[config.mk]
export PLATFORM = sky130hd
export DESIGN_NAME = safe_lock_top
export DESIGN_NICKNAME = d
export VERILOG_FILES = /design/src/rtl/safe_lock_top.sv
export SDC_FILE = /design/constraint.sdc
export NUM_CORES = 1
export LEC_CHECK = 0
export BUFFER_PORTS_ARGS = -buffer_cell sky130_fd_sc_hd__buf_2
export CAP_MARGIN = 25
export CORE_ASPECT_RATIO = 0.5
export CORE_MARGIN = 3
export CORE_UTILIZATION = 59
export DETAILED_ROUTE_END_ITERATION = 8
export PLACE_DENSITY = 0.88
export SKIP_CTS_REPAIR_TIMING = 1
export SLEW_MARGIN = 10
export SYNTH_ARGS = -nofsm -noshare
export SYNTH_HDL_FRONTEND = slang
export SYNTH_SLANG_ARGS = --single-unit
[constraint.sdc]
create_clock -name clk -period 3.2 [get_ports clk]
set_input_delay 0.32 -clock clk [delete_from_list [all_inputs] [get_ports clk]]
set_output_delay 0.32 -clock clk [all_outputs]
set_load 0.005 [all_outputs]
[src/rtl/safe_lock_top.sv]
// 4-digit keypad safe controller: stores a passcode, then locks until that code is entered again.
// Latency: a keypress is registered 1 cycle after it is seen; lock changes on the clock after the 4th digit.
// Backpressure: none; keys that arrive during a message or lockout are dropped. Optional lockout: SAFE_LOCKOUT_EN.
module safe_lock_top #(
  parameter int MSG_CYCLES     = 10,
  parameter int MAX_FAILS      = 3,
  parameter int LOCKOUT_CYCLES = 40
) (
  input  logic        clk,
  input  logic        rst_n,
  input  logic [11:0] key,
  output logic [6:0]  seg0,
  output logic [6:0]  seg1,
  output logic [6:0]  seg2,
  output logic [6:0]  seg3,
  output logic        lock
);

  typedef enum logic [1:0] {ENTRY, MSG_OK, MSG_ERR, LOCKOUT} state_t;

  localparam int TMAX = (MSG_CYCLES > LOCKOUT_CYCLES) ? MSG_CYCLES : LOCKOUT_CYCLES;
  localparam int TW   = $clog2(TMAX + 1);

  // Active-low glyphs, bit order {g,f,e,d,c,b,a}
  localparam logic [6:0] G_DASH  = 7'b0111111;
  localparam logic [6:0] G_E     = 7'b0000110;
  localparam logic [6:0] G_R     = 7'b0101111;
  localparam logic [6:0] G_O     = 7'b1000000;
  localparam logic [6:0] G_P     = 7'b0001100;
  localparam logic [6:0] G_N     = 7'b0101011;
  localparam logic [6:0] G_L     = 7'b1000111;
  localparam logic [6:0] G_C     = 7'b1000110;
  localparam logic [6:0] G_BLANK = 7'b1111111;

  state_t         state;
  logic [11:0]    key_q;
  logic [TW-1:0]  timer;
  logic [15:0]    code;
  logic [3:0]     ent [4];
  logic [2:0]     cnt;

`ifdef SAFE_LOCKOUT_EN
  localparam int FW = $clog2(MAX_FAILS + 1);
  logic [FW-1:0]  fail_cnt;
`endif

  logic        press;
  logic [3:0]  digit;
  logic [15:0] nxt_code;

  function automatic logic [3:0] key_digit(input logic [11:0] k);
    key_digit = '0;
    for (int i = 0; i < 10; i++) begin
      if (k[i]) key_digit = 4'(i);
    end
  endfunction

  function automatic logic [6:0] glyph(input logic [3:0] d);
    case (d)
      4'd0:    glyph = 7'b1000000;
      4'd1:    glyph = 7'b1111001;
      4'd2:    glyph = 7'b0100100;
      4'd3:    glyph = 7'b0110000;
      4'd4:    glyph = 7'b0011001;
      4'd5:    glyph = 7'b0010010;
      4'd6:    glyph = 7'b0000010;
      4'd7:    glyph = 7'b1111000;
      4'd8:    glyph = 7'b0000000;
      4'd9:    glyph = 7'b0010000;
      default: glyph = G_DASH;
    endcase
  endfunction

  // Edge-detected, one-hot-only press qualification and the candidate 4-digit code
  always_comb begin
    press    = $onehot(key) && (key_q == 12'd0) && (state == ENTRY);
    digit    = key_digit(key);
    nxt_code = {ent[0], ent[1], ent[2], digit};
  end

  // Control FSM: entry buffer, stored code, lock, message/lockout timer
  always_ff @(posedge clk or negedge rst_n) begin
    if (!rst_n) begin
      state  <= ENTRY;
      key_q  <= '0;
      timer  <= '0;
      code   <= '0;
      lock   <= 1'b0;
      cnt    <= '0;
      for (int i = 0; i < 4; i++) ent[i] <= '0;
`ifdef SAFE_LOCKOUT_EN
      fail_cnt <= '0;
`endif
    end else begin
      // key_q tracks the keypad in every state so a key held through a message must be released
      key_q <= key;
      case (state)
        ENTRY: begin
          if (press) begin
            if (key[10]) begin
              cnt <= '0;
            end else if (|key[9:0]) begin
              if (cnt == 3'd3) begin
                cnt <= '0;
                if (!lock) begin
                  code <= nxt_code;
                  lock <= 1'b1;
                end else if (nxt_code == code) begin
                  state <= MSG_OK;
                  timer <= TW'(MSG_CYCLES);
`ifdef SAFE_LOCKOUT_EN
                  fail_cnt <= '0;
`endif
                end else begin
                  state <= MSG_ERR;
                  timer <= TW'(MSG_CYCLES);
`ifdef SAFE_LOCKOUT_EN
                  fail_cnt <= fail_cnt + 1'b1;
`endif
                end
              end else begin
                ent[cnt[1:0]] <= digit;
                cnt           <= cnt + 3'd1;
              end
            end
          end
        end
        MSG_OK: begin
          if (timer <= TW'(1)) begin
            state <= ENTRY;
            timer <= '0;
            lock  <= 1'b0;
          end else begin
            timer <= timer - 1'b1;
          end
        end
        MSG_ERR: begin
          if (timer <= TW'(1)) begin
`ifdef SAFE_LOCKOUT_EN
            if (fail_cnt >= FW'(MAX_FAILS)) begin
              state <= LOCKOUT;
              timer <= TW'(LOCKOUT_CYCLES);
            end else begin
              state <= ENTRY;
              timer <= '0;
            end
`else
            state <= ENTRY;
            timer <= '0;
`endif
          end else begin
            timer <= timer - 1'b1;
          end
        end
        LOCKOUT: begin
`ifdef SAFE_LOCKOUT_EN
          if (timer <= TW'(1)) begin
            state    <= ENTRY;
            timer    <= '0;
            fail_cnt <= '0;
          end else begin
            timer <= timer - 1'b1;
          end
`else
          state <= ENTRY;
          timer <= '0;
`endif
        end
        default: state <= ENTRY;
      endcase
    end
  end

  // Display decode from registered state only; first digit entered sits leftmost
  always_comb begin
    seg3 = G_DASH;
    seg2 = G_DASH;
    seg1 = G_DASH;
    seg0 = G_DASH;
    case (state)
      ENTRY: begin
        if (cnt > 3'd0) seg3 = glyph(ent[0]);
        if (cnt > 3'd1) seg2 = glyph(ent[1]);
        if (cnt > 3'd2) seg1 = glyph(ent[2]);
      end
      MSG_OK: begin
        seg3 = G_O;
        seg2 = G_P;
        seg1 = G_E;
        seg0 = G_N;
      end
      MSG_ERR: begin
        seg3 = G_E;
        seg2 = G_R;
        seg1 = G_R;
        seg0 = G_BLANK;
      end
      LOCKOUT: begin
        seg3 = G_L;
        seg2 = G_O;
        seg1 = G_C;
        seg0 = G_BLANK;
      end
      default: ;
    endcase
  end

endmodule

Word-level counts from Yosys, hierarchy flattened
Memories as Yosys holds them, arrays and structs flattened. Cells that the tools add are included.

Reductions and logical operators: 16. Bitwise operators: 4. Add/subtract/negate cells: 13. Muxes and demuxes: 43. Magnitude comparators: 6. Eq/ne operators: 13.

Operator list (number): $pmux W7 S4 (3); $mux W6 (6); $mux W4 (8); $mux W7 (3); $pmux W6 S3 (1); $reduce_and A6 Y1 (3); $bwmux W16 (1); $eq A16 B16 Y1 (1); $mux W2 (8); $pmux W7 S2 (1); $add A1 B1 Y2 (6); $logic_not A12 Y1 (1); $reduce_and A5 Y1 (2); $reduce_or A10 Y1 (1); $add A2 B2 Y3 (3); $mux W3 (3); $demux W4 S2 (1); $ne A2 B2 Y1 const B (4); $gt A3 B1 Y1 const B (2); $le A6 B1 Y1 const B (1); $mux W1 (6); $ne A2 B1 Y1 const B (3); $pmux W2 S3 (1); $sub A6 B1 Y6 const B (1); other kinds (18) (25).

Input port bits: 14. Output and inout port bits: 29. Bits in read-only memories: 336. Memories: 3. Bits in registers: 56. Word-level logic and storage cells: 108.

Memory list: (no name shown) (words 16, width 7, rd ports 1, clocked after memory_dff 0, write ports 0, line 59) `case (d)`; (no name shown) (words 16, width 7, rd ports 1, clocked after memory_dff 0, write ports 0, line 59); (no name shown) (words 16, width 7, rd ports 1, clocked after memory_dff 0, write ports 0, line 59).

Longest topological paths before layout
Depth in word-level cells: 17. Gate-level depth with buffers: 16. Mapped depth without buffers: 15.

Worst setup path after synthesis
OpenSTA, ideal clock, no wires.

Path kind: input to register. From: in key[0]. To: reg code[10]. Setup slack: -1459 ps. Library setup time: 125 ps. Cell stages on the path: 15. Arrival time: 4534 ps. Required time: 3075 ps. Path buffers: 1. Path through: fa_1 > fa_1 > inv_1 > fa_1 > fa_1 > inv_1 > ha_1 > inv_1 > fa_1 > a211o_1 > a2111oi_4 > nand3_2 > nor3_4 > buf_12 > mux2_4.

Cells in the longest elaborated chain, start to end: 8. Elaborated cells on any way between the ends: 9. Classes of those cells: 4 x add/sub; 1 x eq/ne; 4 x reduce/logical.

RTL lines: start, declared (line 11) `input logic [11:0] key,`; $add A1 B1 Y2 (implied by the code) (line 76) `press = $onehot(key) && (key_q == 12'd0) && (state == ENTRY);`; $add A2 B2 Y3 (implied by the code) (line 76); $add A3 B3 Y4 (implied by the code) (line 76); $add A4 B3 Y4 (implied by the code) (line 76); $eq A4 B1 Y1 (line 76); $logic_and A1 B1 Y1 (2 in a row) (line 76); $reduce_and A6 Y1 (no line) *; end signal, assigned (line 106) `code <= nxt_code;`; end, declared (line 38) `logic [15:0] code;`.

Every way passes the cells marked *; elsewhere a longest branch is shown, timed or not. A chain may end at the register's enable or synchronous reset.

Worst setup path in the final report
From: in key[3]. To: reg ent[14] (netlist name).

Cells in the longest elaborated chain, start to end: 8. Elaborated cells on any way between the ends: 9. Classes of those cells: 4 x add/sub; 1 x eq/ne; 4 x reduce/logical.

RTL lines: $add A1 B1 Y2 (implied by the code) (line 76); $add A2 B2 Y3 (implied by the code) (line 76); $add A3 B3 Y4 (implied by the code) (line 76); $add A4 B3 Y4 (implied by the code) (line 76); $eq A4 B1 Y1 (line 76); $logic_and A1 B1 Y1 (2 in a row) (line 76); $reduce_and A5 Y1 (no line) *; end signal, assigned by index (line 122) `ent[cnt[1:0]] <= digit;`; end, declared (line 39) `logic [3:0] ent [4];`.

Marks and branches as above.

==> run metrics <==
most frequent cells in the layout dfrtp_1 (52), inv_1 (37), buf_2 (36); hold depth 1; # diodes 0; critical path depth 16; Syn Area/Cell 9.62 um2; top_reg_cell synth dfrtp_1; Slew HR 0.228; clock transition at the registers of the reported paths 0.07 ns; Least-Margin Pin Slew 1.15 ns; reg2reg setup slack 0.77 ns; Total Routing Usage GR 0.267; area leader, netlist dfrtp_1; Max Slew Vio Count 0; post-synthesis async set-or-reset flop share 1.00; die width roughly 120 um; Buf/Inv on CP 5; NumNets Final 483; row cnt 19; crit path cell chain buf_8 > fa_1 > fa_1 > inv_1 > fa_1 > fa_1 > inv_1 > ha_2 > inv_2 > fa_2 > a211o_1 > a2111oi_4 > buf_4 > and3_4 > nand3_4 > mux2_2; Setup TNS -42.15 ns; main area contributors after synthesis dfrtp_1 (36%), ha_1 (11%), mux2_2 (4.1%); Util after Layout 0.758; io pins 43; worst endpoint required time 3.38 ns; post-route ant nets 0; core region area 5660 um2; RSZ-0062 raised after global routing yes; CP max stage cell fa_1; worst reg-to-reg path cell count 5; CP Launch Type input pin; hpwl dp 6.39 mm; Initial Util 0.633; CP dominant cell by count fa_1; CTS tree built; full die area 7090 um2; Final setup viols 40; worst skew pair latency ~0.30 ns; die height 61.1 um; clk buf depth 2; layout cell share with drive strength beyond 1 0.267; hold crit path type in -> reg; mapped cell area 3580 um2; Yosys cell types 54; initial antenna violation count 0; CP top delay family adder cells; launch point of the worst reg-to-reg path cnt[0]; first-iteration detailed-routing DRC count 323; WL/cell 18.3 um; Setup CP Type in -> reg; CP arrival 4.54 ns; routed vias approximately 3000; period utilisation layout 1.36; post-synth top area share 0.364; most common cell after layout, fill and taps aside dfrtp_1; Syn Inst Count 372; grt total ovfl 0; Max-Cap Viols 0; max incr delay on CP around 0.52 ns; Routed Wire Length 9.24 mm; crit path capture ent[14]; CTS root buf clkbuf_16; area delta synth->final 19.8%; number of buffers created by CTS 5; endpoints failing hold 0; violated checks negative setup slack; Max VDD drop 236 uV; CTS sink cnt 52; Worst Setup SP key[3]; Cell Pwr Density 384 nW/um2; yosys warns 0; 1st-pass router iterations 6; Critical Path End Type flop; DR DRC count 0; worst setup margin -1.16 ns; Worst R2R End ent[14]; synthesis-stage register bit count between 50 and 60; status finished, violations left; Setup Skew around 0.0056 ns; static leakage 0.00207 uW; crit path time final 4.36 ns; number of global-route vias before repair about 3000; # port buffers 38; RD Place Congestion a little over 0.9; Critical Path Fanout Max 6; FMAX between 0.2 and 0.25 GHz; fillers 354; CTS H-tree depth 2; vias per cell 5.96; Post-synth EDFFs 0; first-pass GRT wire length 14.3 mm; largest net degree at the start of global routing 40; Seq/Total Area, Yosys 0.364; Tot Pwr 1650 uW
how the worst min path moves through the flow:
stage | from | endpoint | slack [ns]
6_report | key[11] | key_q[11] | 0.15
5_1_grt | key[11] | key_q[11] | 0.14
4_1_cts | rst_n | timer[5] | -0.06
3_5_place_dp | rst_n | code[11] | 0.25
3_3_place_gp | key[11] | key_q[11] | 0.44
2_1_floorplan | rst_n | cnt[0] | 0.02
per-stage QoR:
step	setup WS, ns	hold WS [ns]	area, um2	std cells
2_1_floorplan	-1.38	0.0244	3600	375
3_3_place_gp	-1.40	0.444	3940	492
6_report	-1.16	0.150	4290	504
4_1_cts	-1.21	-0.0636	4150	500
5_1_grt	-1.34	0.143	4290	504
3_5_place_dp	-1.53	0.255	3960	493
synthesized netlist by cell type, drive strengths merged (2+ instances only):
library cell / n
o21ai: 25
nand2: 25
or4: 3
inv: 38
o21a: 4
buf: 10
fa: 7
a2111oi: 2
a21o: 3
nand2b: 11
nand3: 14
ha: 31
or3: 3
nor4: 8
a22o: 3
o31ai: 4
nand3b: 2
nor3: 4
o22ai: 3
mux2: 20
a21oi: 19
or2: 4
o21bai: 3
nor2b: 3
nor2: 29
and3: 2
dfrtp: 52
a31oi: 3
clkbuf: 5
mux2i: 4
xor2: 10
xnor2: 4
o22a: 2
area by class of cell:
class / instances / area, um2 / share of cell area
clock buffers: 5 / 125 / 0.0292
clock inverters: 2 / 60.1 / 0.0140
inverters: 38 / 143 / 0.0333
multi-input cells: 270 / 2130 / 0.497
flip-flops and latches: 52 / 1300 / 0.303
well taps: 73 / 91.3 / 0.0213
repair buffers: 64 / 437 / 0.102
power breakdown:
part / leakage (uW) / switching [uW] / total, uW / internal (uW)
sequential: 0.000667 / 18.4 / 696 / 677
clock: 0.0000899 / 246 / 690 / 444
combinational: 0.00131 / 152 / 263 / 112
total: 0.00207 / 416 / 1650 / 1230
registers in the layout, summed over array words and instances (netlist names):
| name | count |
|---|---|
| cnt | 3 |
| code | 16 |
| ent | 12 |
| key_q | 12 |
| lock | 1 |
| state | 2 |
| timer | 6 |
layer usage:
metal,vias up,wire [um],track usage
met5,-,0,0
met4,0,252,0.112
met3,24,683,0.0638
met2,142,4500,0.473
met1,1451,3800,0.322
li1,1387,-,-
cells by family (layout without fill, tap and decap cells):
family	after synthesis	count (layout)	synth area share
buffers and inverters	53	109	0.0699
adders and majority gates	38	38	0.147
muxes	24	24	0.0814
AOI/OAI and AO/OA	81	81	0.148
xor gates and xnor gates	14	14	0.0343
and+or+nand+nor	109	109	0.154
other	1	4	0.00105
DFF	52	52	0.364
Power figures use the tool's default switching activity.
